`src/rtl/clock_div_pkg.sv`:
```
// rtl/clock_div_pkg.sv - shared constants and divisor validation for clock_div_cascade
package clock_div_pkg;

  localparam int DIV_US = 100;
  localparam int DIV_MS = 1000;
  localparam int DIV_S  = 1000;
  localparam int DIV_W  = 16;

  // A 50 % duty output needs an even divisor of at least two.
  function automatic bit div_valid(input int unsigned d);
    return (d >= 2) && (d[0] == 1'b0);
  endfunction

endpackage

```
`src/rtl/clock_div_stage.sv`:
```
// rtl/clock_div_stage.sv - one divide-by-D stage: counter, divided clock, edge and terminal strobes
module clock_div_stage
  import clock_div_pkg::*;
#(
  parameter int D = DIV_US
) (
  input  logic clk,
  input  logic reset_n,
  input  logic clr,
  input  logic adv,
  output logic div_clk,
  output logic pedge,
  output logic nedge,
  output logic tick
);

  localparam int W = $clog2(D);
  localparam logic [W-1:0] LAST = W'(D - 1);
  localparam logic [W-1:0] HALF = W'(D / 2);

  logic [W-1:0] cnt_q, cnt_d;
  logic         div_clk_q, div_clk_d;
  logic         div_clk_dly_q;
  logic         wrap;

  always_comb begin
    wrap      = (cnt_q == LAST);
    cnt_d     = wrap ? '0 : cnt_q + 1'b1;
    div_clk_d = (cnt_d >= HALF);
  end

  // The delayed copy tracks every cycle so each edge strobe lasts exactly one clk.
  always_ff @(posedge clk or negedge reset_n) begin
    if (!reset_n) begin
      cnt_q         <= '0;
      div_clk_q     <= 1'b0;
      div_clk_dly_q <= 1'b0;
    end else if (clr) begin
      cnt_q         <= '0;
      div_clk_q     <= 1'b0;
      div_clk_dly_q <= 1'b0;
    end else begin
      if (adv) begin
        cnt_q     <= cnt_d;
        div_clk_q <= div_clk_d;
      end
      div_clk_dly_q <= div_clk_q;
    end
  end

  assign div_clk = div_clk_q;
  assign pedge   = div_clk_q & ~div_clk_dly_q;
  assign nedge   = ~div_clk_q & div_clk_dly_q;
  assign tick    = adv & wrap & ~clr;

endmodule

```
`src/rtl/clock_div_cascade.sv`:
```
// rtl/clock_div_cascade.sv - cascade of clock_div_stage dividers, each advancing on the previous tick
module clock_div_cascade
  import clock_div_pkg::*;
#(
  parameter int                      STAGES = 3,
  parameter int                      DIV_W  = clock_div_pkg::DIV_W,
  parameter logic [STAGES*DIV_W-1:0] DIVS   = {DIV_W'(DIV_S), DIV_W'(DIV_MS), DIV_W'(DIV_US)}
) (
  input  logic              clk,
  input  logic              reset_n,
  input  logic              en,
  input  logic              clr,
  output logic [STAGES-1:0] div_clk,
  output logic [STAGES-1:0] pedge,
  output logic [STAGES-1:0] nedge,
  output logic [STAGES-1:0] tick
);

  if (STAGES < 1) begin : g_bad_stages
    $fatal(1, "clock_div_cascade: STAGES must be at least 1");
  end

  logic [STAGES-1:0] adv;

  for (genvar k = 0; k < STAGES; k++) begin : g_stage
    localparam int D = int'(DIVS[k*DIV_W +: DIV_W]);

    if (!div_valid(D)) begin : g_bad_div
      $fatal(1, "clock_div_cascade: stage divisor must be even and at least 2");
    end

    // The ticks chain combinationally so all stages wrap in the same cycle.
    if (k == 0) begin : g_head
      assign adv[k] = en;
    end else begin : g_link
      assign adv[k] = tick[k-1];
    end

    clock_div_stage #(
      .D(D)
    ) u_stage (
      .clk    (clk),
      .reset_n(reset_n),
      .clr    (clr),
      .adv    (adv[k]),
      .div_clk(div_clk[k]),
      .pedge  (pedge[k]),
      .nedge  (nedge[k]),
      .tick   (tick[k])
    );
  end

endmodule

```
`config.mk`:
```
export PLATFORM = sky130hd
export DESIGN_NAME = clock_div_cascade
export DESIGN_NICKNAME = d
export VERILOG_FILES = /design/src/rtl/clock_div_pkg.sv /design/src/rtl/clock_div_stage.sv /design/src/rtl/clock_div_cascade.sv
export SDC_FILE = /design/constraint.sdc
export NUM_CORES = 1
export LEC_CHECK = 0
export BUFFER_PORTS_ARGS = -buffer_cell sky130_fd_sc_hd__clkbuf_2
export CAP_MARGIN = 15
export CORE_MARGIN = 2
export CORE_UTILIZATION = 40
export CTS_CLUSTER_SIZE = 10
export DETAILED_ROUTE_END_ITERATION = 10
export PLACE_DENSITY_LB_ADDON = 0.12
export SLEW_MARGIN = 10
export SYNTH_ARGS = -nofsm -noshare
export SYNTH_HDL_FRONTEND = slang
export SYNTH_SLANG_ARGS = --single-unit
```
`constraint.sdc`:
```
create_clock -name clk -period 5.9 [get_ports clk]
set_input_delay 0.295 -clock clk [delete_from_list [all_inputs] [get_ports clk]]
set_output_delay 0.295 -clock clk [all_outputs]
set_load 0.01 [all_outputs]
```
**Yosys cells after proc, flatten, opt, wreduce, memory -nomap -nowiden**

Cells that the tools add are included.

- Flip-flop bits (word level): 33
- Bits of input ports: 4
- Output and inout port bits: 12
- Logic and storage cells: 58

- Add/subtract/negate cells: 3
- $lt $le $gt $ge: 3
- Equality and inequality tests: 3
- Muxes and demuxes: 18
- Bitwise operators: 19
- Reductions and logical operators: 3

Operators with widths:

| operator | count |
|---|---|
| two-way mux 10 bit | 6 |
| two-way mux 7 bit | 3 |
| adder 10 x 1 -> 10 bit (second input constant) | 2 |
| equality test 10 bit (second input constant) | 2 |
| >= comparator 10 x 9 -> 1 bit (second input constant) | 2 |
| AND 1 bit | 12 |
| two-way mux 1 bit | 9 |
| adder 7 x 1 -> 7 bit (second input constant) | 1 |
| equality test 7 bit (second input constant) | 1 |
| >= comparator 7 x 6 -> 1 bit (second input constant) | 1 |
| inverter 1 bit | 7 |
| nonzero test 2 bit | 3 |

**Longest topological paths before layout**

Gate-level depths: netlist of run 1.

- Word-level depth: 7
- Depth in mapped cells: 9
- Depth with buffers taken out: 7

**By module**

Synthesis of run 1 repeated with hierarchy kept, for this count alone.

- Cell total of the unflattened synthesis: 243
- Area, all modules: 2,115.8 sq um

By module, submodules not included:

| module | instances | cells an instance | area an instance (sq um) | sequential area each (sq um) |
|---|---|---|---|---|
| clock_div_stage (g_stage[1].u_stage ...) | 2 | 86 | 753.2 | 300.3 |
| clock_div_stage (g_stage[0].u_stage) | 1 | 71 | 609.3 | 225.2 |

**Worst setup path after synthesis of run 1**

OpenSTA, ideal clock, no wires.

- Path kind: register to register
- Start point: register g_stage[0].u_stage.cnt_q[3]
- End point: register g_stage[2].u_stage.cnt_q[5]
- Library setup time: 64 ps
- Data arrival time: 2,214 ps
- Data required time: 5,836 ps
- Setup slack: 3,622 ps
- Cell stages (with the launch flop): 8
- Buffers on the path: 2
- Clock period less this slack: 2,278 ps
- Path through: dfrtp_1 -> or3b_4 -> or4_1 -> buf_2 -> or3_1 -> buf_6 -> o22ai_1 -> a21o_1

- Cells in the longest elaborated chain, start to end: 6

RTL lines:

| item | line | RTL |
|---|---|---|
| from (decl) | clock_div_stage.sv:21 | `logic [W-1:0] cnt_q, cnt_d;` |
| from (signal assigned) | clock_div_stage.sv:44 | `cnt_q <= cnt_d;` |
| equality test 7 bit | clock_div_stage.sv:27 | `wrap = (cnt_q == LAST);` |
| AND 1 bit (4 in a row) | clock_div_stage.sv:54 | `assign tick = adv & wrap & ~clr;` |
| nonzero test 2 bit (no line) | - |  |
| to (signal assigned) | clock_div_stage.sv:44 |  |
| to (decl) | clock_div_stage.sv:21 |  |

Every way passes these cells.
A chain may end at the register's enable or synchronous reset.

**Worst setup path after layout of run 1**

- Start point: register g_stage[0].u_stage.cnt_q[0]
- End point: output port tick[1]

- Cells in the longest elaborated chain, start to end: 5

RTL lines:

| item | line | RTL |
|---|---|---|
| equality test 7 bit | clock_div_stage.sv:27 |  |
| AND 1 bit (4 in a row) | clock_div_stage.sv:54 |  |
| to (decl) | clock_div_cascade.sv:16 | `output logic [STAGES-1:0] tick` |

Every way passes these cells.

==> results.md, run 1 <==
- Num rows: 26
- Max incr delay on CP: 0.66 ns
- Inst Count DP: 317
- First-pass GRT wire length: 8.09 mm
- Setup_tns: 0 ns
- Initial antenna violation count: 0
- Cell Chain, Critical Path: ha_1 -> nand2_1 -> or4_1 -> nor2_1 -> clkbuf_2
- Core footprint: 5170 sq um
- Ant diodes: 0
- CP Class: reg -> out
- H-tree levels: 2
- Largest net degree at the start of global routing: 34
- EDFF count, synth: 0
- Top post-synthesis cells by area: dfrtp_1, buf_4, nand2_1
- DR iter-0 viols: 103
- Vias/cell: 5.67
- Max Slew Vio Count: 0
- Synth Cell Area: 2170 sq um
- Yosys cell types: 48
- Period minus WS final: 2.59 ns
- Slowest stage cell, crit path: or4_1
- Top cell type's share of synthesized area: 0.380
- Clk_lat worst skew: 0.28 ns
- Grt ovf: 0
- Fmax: 0.386 GHz
- Antenna viol nets, final: 0
- Ys Warns: 0
- Total wire length: 4.73 mm
- CP Max Fanout: 8
- Layout cell share with drive strength beyond 1: 0.118
- Worst R2R Path Depth: 7
- Area delta synth->final: 5.59%
- Setup Viol. Count Final: 0
- Port Buf Inserts: 15
- Hold Fails Final Rpt: 0
- HPWL Detailed: 3.35 mm
- Synth top cells by count: dfrtp_1, nand2_1, nor2_1
- # Post-CTS Setup Buffers: 0
- Power per cell area: 180 nW/um^2
- Filler instances: 504
- Vias in the first global route: 1687
- Gr usage total: 0.170
- Die Wd: 77.7 microns
- DR vias: 1842
- Tcrit/Tclk final: 0.439
- Reg2reg start: g_stage[0].u_stage.cnt_q[0]
- Clock transition at the registers of the reported paths: 0.06 ns
- Crit path from: g_stage[0].u_stage.cnt_q[0]
- Root Driver: clkbuf_8
- Starting density of the core: 0.420
- IO Count: 16
- Async SR Flop Fraction: 1.00
- Register area share after synthesis: 0.380
- CTS tree: done
- Startpoint class of the critical path: flip-flop
- Post-CTS Resized: 0
- Final Non-Filler Cells: 325
- Post-CTS Hold Fix Bufs: 0
- DR WL/cell: 14.5 microns
- Crit path capture: tick[1]
- Routability cong.: 0.861
- Max_cap viols: 0
- FF+latch area: 826 sq um
- Worst setup EP type: output pin
- Max VDD drop: 0.0686 mV
- Synthesis-stage register bit count: 33
- Hold WC Path Type: in -> async
- Maximum clock path buffer count: 2
- Actual slew at the worst max-slew pin: 0.944 ns
- Cell Area, Placed: 2210 sq um
- Worst EP required: 5.61 ns
- Layout net count: 262
- Worst r2r dst: g_stage[2].u_stage.div_clk
- Final Cell Area: 2290 sq um
- Cell taking the most area after synthesis: dfrtp_1
- 1st-pass router iterations: 4
- Slew headroom: 0.365
- Worst R2R Setup Slack: 3.40 ns
- RSZ-0062 raised after global routing: false
- Remaining DRCs: 0
- Status: finished clean
- CTS buffer count: 5
- Instance count of the mapped netlist: 252
- # clock sinks: 33
- Main synth FF type: dfrtp_1
- Multi-input gate area: 1190 sq um
- Syn avg cell area: 8.62 sq um
- Setup Skew: 0.00422 ns
- Die Height: 77.7 microns
- Leak pwr: 0.951 nW
- Syn_nets: 260
- Crit path DAT: 2.30 ns
- DIE AREA: 6040 sq um
- Most common cell in the netlist: dfrtp_1
==> per-stage QoR <==
| step | hold WS, ns | power [W] | setup WS, ns | util |
|---|---|---|---|---|
| 2_1_floorplan | -0.000591 | 0.000245 | 3.62 | - |
| 3_3_place_gp | 0.452 | 0.000255 | 3.40 | 0.428 |
| 3_5_place_dp | 0.445 | 0.000255 | 3.40 | 0.428 |
| 4_1_cts | 0.138 | 0.000421 | 3.27 | 0.443 |
| 5_1_grt | 0.188 | 0.000436 | 3.07 | 0.443 |
| 6_report | 0.105 | 0.000412 | 3.31 | 0.443 |
==> final cells by class <==
cell class	count	area share
Sequential cell	33	0.360
Clock buffer	8	0.0349
Multi-Input combinational cell	191	0.518
Tap cell	70	0.0382
Inverter	6	0.00982
Timing Repair Buffer	17	0.0393
==> worst max-delay path: cells and delay by family (launching register included) <==
family / cells / cell delay [ns]
adder cells (fa/ha/maj): 1 / 0.30
buffers and inverters: 1 / 0.18
flip-flops: 1 / 0.46
AND/OR/NAND/NOR: 3 / 1.08
==> logic make-up (layout without fill, tap and decap cells) <==
kind of cell / after synthesis / after routing / share of synthesized area
xor+xnor: 12 / 12 / 0.0484
flops: 33 / 33 / 0.380
fa+ha+maj: 4 / 4 / 0.0230
buf+inv: 28 / 31 / 0.0732
compound gates: 52 / 52 / 0.153
mux: 2 / 2 / 0.00922
simple gates: 121 / 121 / 0.313
==> cells in the final DEF (no fill, tap or decap), types with 7 or more instances in the layout <==
cell type / synthesis / routed
a21oi_1: 12 / 12
dfrtp_1: 33 / 33
nor2b_1: 11 / 11
xnor2_1: 7 / 7
nor2_1: 19 / 19
clkbuf_2: 0 / 15
nor3_1: 10 / 10
nand2_1: 22 / 22
nand3_1: 9 / 9
o21ai_0: 15 / 15
==> registers in the layout, indices dropped and copies added (netlist names) <==
signal / cells
g_stage.u_stage.cnt_q: 27
g_stage.u_stage.div_clk: 3
g_stage.u_stage.div_clk_dly_q: 3
==> routing by layer <==
metal | vias up | GRT usage | part of all wire
li1 | 905 | - | -
met1 | 879 | 0.228 | 0.47
met2 | 54 | 0.272 | 0.47
met3 | 4 | 0.0360 | 0.045
met4 | 0 | 0.0607 | 0.0093
met5 | - | 0 | 0
==> power by group <==
| part | internal (W) | switching, W | leakage (nW) |
|---|---|---|---|
| clock | 0.0000838 | 0.0000781 | 0.0395 |
| sequential | 0.000228 | 0.00000266 | 0.460 |
| combinational | 0.00000618 | 0.0000137 | 0.451 |
| total | 0.000318 | 0.0000945 | 0.951 |
==> how the worst min path moves through the flow <==
stage | from | end | cells past startpoint
2_1_floorplan | reset_n | g_stage[0].u_stage.cnt_q[0] | 0
3_3_place_gp | reset_n | g_stage[0].u_stage.cnt_q[5] | 1
3_5_place_dp | reset_n | g_stage[0].u_stage.cnt_q[4] | 1
4_1_cts | reset_n | g_stage[1].u_stage.cnt_q[0] | 1
5_1_grt | reset_n | g_stage[2].u_stage.cnt_q[2] | 1
6_report | reset_n | g_stage[0].u_stage.cnt_q[4] | 1
No activity file was read; power rests on OpenSTA's default activity.
==> run 2: changes to the inputs <==
==> constraint.sdc (replaced) <==
create_clock -name clk -period 2.2 [get_ports clk]
set_input_delay 0.11 -clock clk [delete_from_list [all_inputs] [get_ports clk]]
set_output_delay 0.11 -clock clk [all_outputs]
set_load 0.01 [all_outputs]
==> results.md, run 2 (synthesis gave the netlist of run 1 again) <==
- Final Cell Area: 2520 sq um
- Min Hold Slack: 0.191 ns
- Gr usage total: 0.179
- Initial antenna violation count: 0
- Num rows: 26
- Worst EP required: 2.09 ns
- Core footprint: 5170 sq um
- Max VDD drop: 0.208 mV
- Max_cap viols: 0
- Largest net degree at the start of global routing: 34
- Slew headroom: 0.460
- Cell Area, Placed: 2390 sq um
- Layout cell share with drive strength beyond 1: 0.227
- Combinational Power Share: 0.062
- Clk_lat worst skew: 0.28 ns
- DR WL/cell: 14.0 microns
- Routability cong.: 0.807
- # clock sinks: 33
- H-tree levels: 2
- HPWL Detailed: 3.65 mm
- Remaining DRCs: 0
- Max reg flops: 27
- Part of the power in registers: 0.533
- Maximum clock path buffer count: 2
- First-pass GRT wire length: 8.65 mm
- Root Driver: clkbuf_8
- CP Max Fanout: 5
- Layout net count: 286
- Most used cells in the layout excluding fill and tap cells: dfrtp_1, buf_4, nand2_1
- Starting density of the core: 0.420
- Startpoint class of the critical path: flip-flop
- Crit path DAT: 2.04 ns
- Net Sw Frac: 0.231
- Status: finished clean
- CTS tree: done
- Total wire length: 4.88 mm
- Vias in the first global route: 1775
- Power per cell area: 457 nW/um^2
- Worst slack, placed: 0.0270 ns
- Pint: 0.000884 W
- IO Count: 16
- Antenna viol nets, final: 0
- Switching pwr: 0.000266 W
- Leak pwr: 1.08 nW
- Min setup slack post-route: 0.0470 ns
- Tcrit/Tclk final: 0.979
- Hold Fails Final Rpt: 0
- Fmax: 0.464 GHz
- DIE AREA: 6040 sq um
- Tot Pwr: 0.00115 W
- CP Class: reg -> out
- Port Buf Inserts: 15
- Die Wd: 77.7 microns
- Grt ovf: 0
- Max Slew Vio Count: 0
- Area delta synth->final: 15.9%
- Die Height: 77.7 microns
- Actual slew at the worst max-slew pin: 0.811 ns
- Setup Skew: 0.00328 ns
- Largest Register: g_stage.u_stage.cnt_q
- DR iter-0 viols: 216
- DR vias: 1884
- Worst setup EP type: output pin
- Vias/cell: 5.41
- Commonest non-fill, non-tap cell in the layout: dfrtp_1
- 1st-pass router iterations: 4
- Hold WC Path Type: in -> reg
- Period minus WS final: 2.15 ns
- Clock transition at the registers of the reported paths: 0.07 ns
- CTS buffer count: 5
- Ant diodes: 0
- RSZ-0062 raised after global routing: true
- Setup Viol. Count Final: 0
- Clk pwr share: 0.405
run 2: changes by cell type in the layout (fill, tap and decap cells not counted), moves of 2 or more:
cell      before  now
buf_4          2   25
clkbuf_1       3    1
nor2_1        19   17
nor2_2         0    2
nor3_1        10    8
nor3_2         0    2
run 2: area by class of cell:
type,count,area (sq um)
sequential,33,826
timing repair buffer,41,273
clock buffer,7,86.3
multi-input combinational,191,1220
inverter,6,22.5
tap,70,87.6
fill,514,2660
run 2: through the flow:
step | setup TNS (ns) | cells | utilization
finish | 0 | 348 | 0.487
global route | -0.0291 | 348 | 0.487
CTS | 0 | 348 | 0.482
detailed placement | 0 | 340 | 0.462
global placement | 0 | 340 | 0.462
floorplan | -0.168 | 252 | -
run 2: final timing paths:
kind / start / to / slack, ns / cells after the start
worst max-delay path: g_stage[0].u_stage.cnt_q[4] / tick[2] / 0.05 / 4
worst min-delay path: en / g_stage[0].u_stage.cnt_q[0] / 0.19 / 3
worst max register to register: g_stage[0].u_stage.cnt_q[4] / g_stage[2].u_stage.cnt_q[3] / 0.07 / 7
worst min register to register: g_stage[1].u_stage.cnt_q[9] / g_stage[1].u_stage.cnt_q[9] / 0.53 / 1
max in group asynchronous: reset_n / g_stage[2].u_stage.cnt_q[8] / 1.25 / 2
min in group asynchronous: reset_n / g_stage[1].u_stage.div_clk / 0.45 / 2
run 2: timing repair:
action / 4_1_cts / 5_1_grt
hold endpoints to repair: 33 / 0
hold buffers: 1 / 0
resized for setup: 1 / 7
setup endpoints to repair: 1 / 10
setup buffers: 0 / 0
run 2: power groups by stage:
stage	registers (W)	logic, W	clock network (W)
3_5_place_dp	0.000624	0.0000724	0
4_1_cts	0.000613	0.0000737	0.000478
2_1_floorplan	0.000627	0.0000313	0
5_1_grt	0.000613	0.0000831	0.000510
6_report	0.000613	0.0000716	0.000466
3_3_place_gp	0.000624	0.0000712	0
run 2: critical path, stage by stage, from the launching register on:
cell and delay (ns):
dfrtp_1 0.38, or3b_4 0.41, or4_4 0.58, nor3_2 0.23, clkbuf_2 0.16
run 2: layer usage:
metal  global-route usage  share of wire  vias up
li1                     -              -      944
met1                0.251           0.50      902
met2                0.276           0.46       33
met3               0.0360          0.030        5
met4               0.0571          0.014        0
met5                    0              0        -
